===== src/rtl/tick_period_meter_pkg.sv =====
// Shared definitions for the tick period meter: FSM state encoding and
// default sizing for the period counter and input synchroniser.
package tick_period_meter_pkg;

  localparam int CNT_W_DEFAULT       = 17;
  localparam int SYNC_STAGES_DEFAULT = 2;

  typedef enum logic [1:0] {
    ST_IDLE    = 2'd0,
    ST_ARM     = 2'd1,
    ST_MEASURE = 2'd2
  } state_t;

endpackage


===== src/rtl/tick_period_meter_sync_edge_detect.sv =====
// Brings the asynchronous slow tick into the clk domain and turns each
// rising edge of it into a registered single-cycle pulse.
module sync_edge_detect #(
  parameter int SYNC_STAGES = 2
) (
  input  logic clk,
  input  logic reset,
  input  logic sig_in,
  output logic edge_pulse
);

  logic [SYNC_STAGES-1:0] sync_q;
  logic                   s_d;

  // sync_q[SYNC_STAGES-1] is the first metastability-safe copy of sig_in
  always_ff @(posedge clk) begin
    if (reset) begin
      sync_q     <= '0;
      s_d        <= 1'b0;
      edge_pulse <= 1'b0;
    end else begin
      sync_q     <= {sync_q[SYNC_STAGES-2:0], sig_in};
      s_d        <= sync_q[SYNC_STAGES-1];
      edge_pulse <= sync_q[SYNC_STAGES-1] & ~s_d;
    end
  end

endmodule


===== src/rtl/tick_period_meter.sv =====
// Measures the period of a slow tick in clk cycles and offers each result
// to a consumer over a valid/ack handshake, flagging drops and timeouts.
module tick_period_meter
  import tick_period_meter_pkg::*;
#(
  parameter int CNT_W       = CNT_W_DEFAULT,
  parameter int SYNC_STAGES = SYNC_STAGES_DEFAULT
) (
  input  logic             clk,
  input  logic             reset,
  input  logic             enable,
  input  logic             sig_in,
  output logic [CNT_W-1:0] period_out,
  output logic             period_valid,
  input  logic             period_ack,
  output logic             overrun,
  output logic             timeout
);

  localparam logic [CNT_W-1:0] CNT_MAX = '1;

  state_t           state;
  logic [CNT_W-1:0] cnt;
  logic             edge_pulse;
  logic             capture;

  sync_edge_detect #(
    .SYNC_STAGES (SYNC_STAGES)
  ) u_sync_edge_detect (
    .clk        (clk),
    .reset      (reset),
    .sig_in     (sig_in),
    .edge_pulse (edge_pulse)
  );

  assign capture = enable && (state == ST_MEASURE) && edge_pulse;

  always_ff @(posedge clk) begin
    if (reset) begin
      state        <= ST_IDLE;
      cnt          <= '0;
      period_out   <= '0;
      period_valid <= 1'b0;
      overrun      <= 1'b0;
      timeout      <= 1'b0;
    end else begin
      // The result register keeps serving the consumer even while disabled
      if (capture) begin
        if (!period_valid || period_ack) begin
          period_out   <= cnt;
          period_valid <= 1'b1;
        end else begin
          overrun <= 1'b1;
        end
      end else if (period_ack) begin
        period_valid <= 1'b0;
      end

      if (!enable) begin
        state   <= ST_IDLE;
        cnt     <= '0;
        overrun <= 1'b0;
        timeout <= 1'b0;
      end else begin
        case (state)
          ST_IDLE: begin
            cnt   <= '0;
            state <= ST_ARM;
          end
          ST_ARM: begin
            if (edge_pulse) begin
              cnt   <= {{(CNT_W-1){1'b0}}, 1'b1};
              state <= ST_MEASURE;
            end
          end
          ST_MEASURE: begin
            // An edge on the last countable cycle still yields a valid result
            if (edge_pulse) begin
              cnt <= {{(CNT_W-1){1'b0}}, 1'b1};
            end else if (cnt == CNT_MAX) begin
              timeout <= 1'b1;
              cnt     <= '0;
              state   <= ST_ARM;
            end else begin
              cnt <= cnt + 1'b1;
            end
          end
          default: begin
            cnt   <= '0;
            state <= ST_IDLE;
          end
        endcase
      end
    end
  end

endmodule

===== config.mk =====
export PLATFORM = sky130hd
export DESIGN_NAME = tick_period_meter
export DESIGN_NICKNAME = d
export VERILOG_FILES = /design/src/rtl/tick_period_meter_pkg.sv /design/src/rtl/tick_period_meter_sync_edge_detect.sv /design/src/rtl/tick_period_meter.sv
export SDC_FILE = /design/constraint.sdc
export NUM_CORES = 1
export LEC_CHECK = 0
export ABC_AREA = 1
export CORE_AREA = 2 2 84 86
export DETAILED_ROUTE_END_ITERATION = 16
export DIE_AREA = 0 0 86 88
export GPL_TIMING_DRIVEN = 0
export SLEW_MARGIN = 20
export SYNTH_ARGS = -nofsm -noshare
export SYNTH_HDL_FRONTEND = slang
export SYNTH_SLANG_ARGS = --single-unit

===== constraint.sdc =====
create_clock -name clk -period 5.7 [get_ports clk]
set_clock_uncertainty 0.05 [all_clocks]
set_input_delay 1.14 -clock clk [delete_from_list [all_inputs] [get_ports clk]]
set_output_delay 1.14 -clock clk [all_outputs]
set_load 0.02 [all_outputs]

==> impl_metrics.yaml <==
routing:
  first_pass_iters: 5
  drtAntennaViolNets: 0
  wl_per_cell_um: 11.0
  wl_um: 4130
  vias_per_cell: 4.48
  dr.first_iter.drc_count: 83
  drc: 0
  num_vias: 1690
clock_network:
  cts_setup_buffers: 0
  cts_buffers: 5
  cts-resized-gates: 0
  cts_buffer_depth: 2
  insertion_delay_ns: 0.30
  cts_root_buf: "clkbuf_8"
  cts_hold_buffers: 0
  clk_pin_slew_ns: 0.08
  ctsHtreeMaxLevel: 2
  cts_sinks: 43
  cts_tree: "done"
sta:
  maxSlewViolCount: 0
  clock.fmax_mhz: 406
  timing.final.setup_violations: 0
  tns_ns: 0
  fin_ws_ns: 3.24
  slew-limit-headroom_pct: 71.7
  timing.final.crit_share_pct: 43.2
  period_needed_ns: 2.46
  finalHoldViolCount: 0
  rsz0062_at_grt: "no"
  tightest_slew_ns: 0.423
synth:
  seq_area_frac_synth_pct: 44.7
  mappedNetlistArea_um2: 1930
  synth_warnings: 0
  synth_area_per_cell_um2: 7.27
  syn-num-nets: 276
  ys_ff_latch: 43
  synthCells: 265
  yosysUniqueCellTypes: 23
setup_path:
  cp_slowest_stage_delay_ns: 0.54
  r2r_cells: 14
  arrival_ns: 2.65
  cp-end-kind: "register"
  r2r_start: "cnt[9]"
  required_ns: 5.89
  rrSetupSlack_ns: 3.35
  critPathKind: "primary input to register"
  path_common_cell: "nor2_1"
  critPathMaxFanout: 9
  worstSetupStartpointType: "primary input"
  cp_slowest_cell: "clkdlybuf4s50_1"
  crit_chain: "clkdlybuf4s50_1 > nor2_1 > nand2_2 > inv_1 > nand2_1 > nor2_1"
  r2r-end: "cnt[13]"
place:
  gp_congestion: 0.907
  io_buffer_count: 24
  dpl_cell_area_um2: 2270
  hpwlAfterDp_um: 3190
  place_ws_ns: 2.89
cells_and_area:
  layout-drive-gt1-share_pct: 9.09
  final_cell_mix: "nor2_1 (62), nand2_1 (44), dfxtp_1 (43), inv_1 (29), clkdlybuf4s50_1 (24)"
  fillCellCount: 704
  nets: 307
  utilization_pct: 35.8
  fin_area_um2: 2380
  area_growth_pct: 23.5
  n_antenna_cell: 0
  layout_commonest_cell: "nor2_1"
power_and_ir_drop:
  swShare_pct: 22.6
  pwr-share-clk_pct: 41.1
  p_int_w: 0.000446
  p_sw_w: 0.000130
  power_frac_comb_pct: 6.0
  p_leak_nw: 0.878
  vdd_drop_max_mv: 0.0850
  seqPwrFrac_pct: 52.9
  power_density_nw_per_um2: 242
  total_power_w: 0.000576
grt:
  antenna_found_initial: 0
  overflow: 0
  grt_pass1_vias: 1583
  grt_max_degree: 15
  track_usage_pct: 12.1
  grt_pass1_wl_um: 7160
floorplanning:
  coreArea_um2: 6640
  io_pins: 25
  die_h_um: 88
  initial_utilization_pct: 29.0
  rows: 30
  die_x_um: 86
  dieArea_um2: 7570
run:
  max_cap_violations: 0
hold_path:
  holdCritStartpoint: "u_sync_edge_detect.s_d"
  hold_class: "register to register"
  whs_path_depth: 1
  whs_endpoint: "u_sync_edge_detect.edge_pulse"
status:
  outcome: "completed"
[final cells by class]
class                   count  area, um2  area share [%]
repair buffers             24        240            10.1
plain buffers               4       38.8            1.63
clock buffers               5       68.8            2.89
inverters                  32        120            5.05
multi-input cells         186        906            38.1
well taps                  80        100            4.21
flip-flops and latches     43        861            36.2
clock inverters             3       43.8            1.84
[power groups by stage]
stage	Sequential, W	Combinational, W	Clock [W]
2_1_floorplan	0.000312	0.0000234	0
3_3_place_gp	0.000312	0.0000345	0
3_5_place_dp	0.000312	0.0000347	0
4_1_cts	0.000305	0.0000349	0.000244
5_1_grt	0.000305	0.0000392	0.000255
6_report	0.000305	0.0000345	0.000237
[how the worst max path moves through the flow]
stage,to,depth (start not counted),slack [ns],from
global route,cnt[12],14,3.01,cnt[6]
detailed placement,cnt[14],6,2.89,reset
floorplan,period_out[10],5,3.76,period_ack
CTS,cnt[14],6,3.20,reset
finish,cnt[9],6,3.24,reset
global placement,cnt[9],6,2.88,reset
[per-layer routing]
layer / up-vias / GRT usage (%) / routed length, um
met4: 0 / 5.19 / 91
li1: 902 / - / -
met5: - / 0 / 0
met1: 752 / 14.9 / 2020
met3: 8 / 2.83 / 122
met2: 28 / 20.1 / 1900
[cells by family (layout without fill, tap and decap cells)]
| group | count (synthesis) | after routing | synth area share (%) |
|---|---|---|---|
| XOR/XNOR | 1 | 1 | 0.455 |
| adder cells (fa/ha/maj) | 6 | 6 | 3.90 |
| flip-flops | 43 | 43 | 44.7 |
| AO/OA/AOI/OAI | 43 | 43 | 12.4 |
| buffers and inverters | 36 | 68 | 8.25 |
| AND/OR/NAND/NOR | 136 | 136 | 30.3 |
[cells in the mapped netlist]
cell	instances	area, um2
inv_1	29	109
nor2_4	2	22.5
xnor2_1	1	8.76
a21oi_1	17	85.1
nand3_1	8	40.0
nand2_1	44	165
clkbuf_2	1	5.00
dfxtp_1	43	861
nand2_2	3	18.8
inv_2	3	11.3
ha_1	6	75.1
o21ai_0	16	80.1
nor3_2	1	10.0
nand3_2	1	10.0
o21a_1	2	15.0
o21ai_1	3	15.0
o21ai_2	3	26.3
nor3b_1	2	15.0
nor2_1	62	233
buf_6	3	33.8
nor3_1	10	50.1
a21oi_2	2	17.5
nand4_1	3	18.8
[critical path: cells and delay by family]
family	cells	cell delay, ns
buf+inv	2	0.77
simple gates	4	0.74
[through the flow]
stage          std cells  hold slack [ns]
2_1_floorplan        265            0.323
3_3_place_gp         369            0.327
3_5_place_dp         369            0.333
4_1_cts              377            0.345
5_1_grt              377            0.360
6_report             377            0.343
[registers in the layout, indices dropped and copies added (netlist names)]
register,flops
cnt,17
period_out,17
state,2
u_sync_edge_detect.sync_q,2
period_valid,1
u_sync_edge_detect.edge_pulse,1
timeout,1
overrun,1
u_sync_edge_detect.s_d,1
Power figures use the tool's default switching activity.
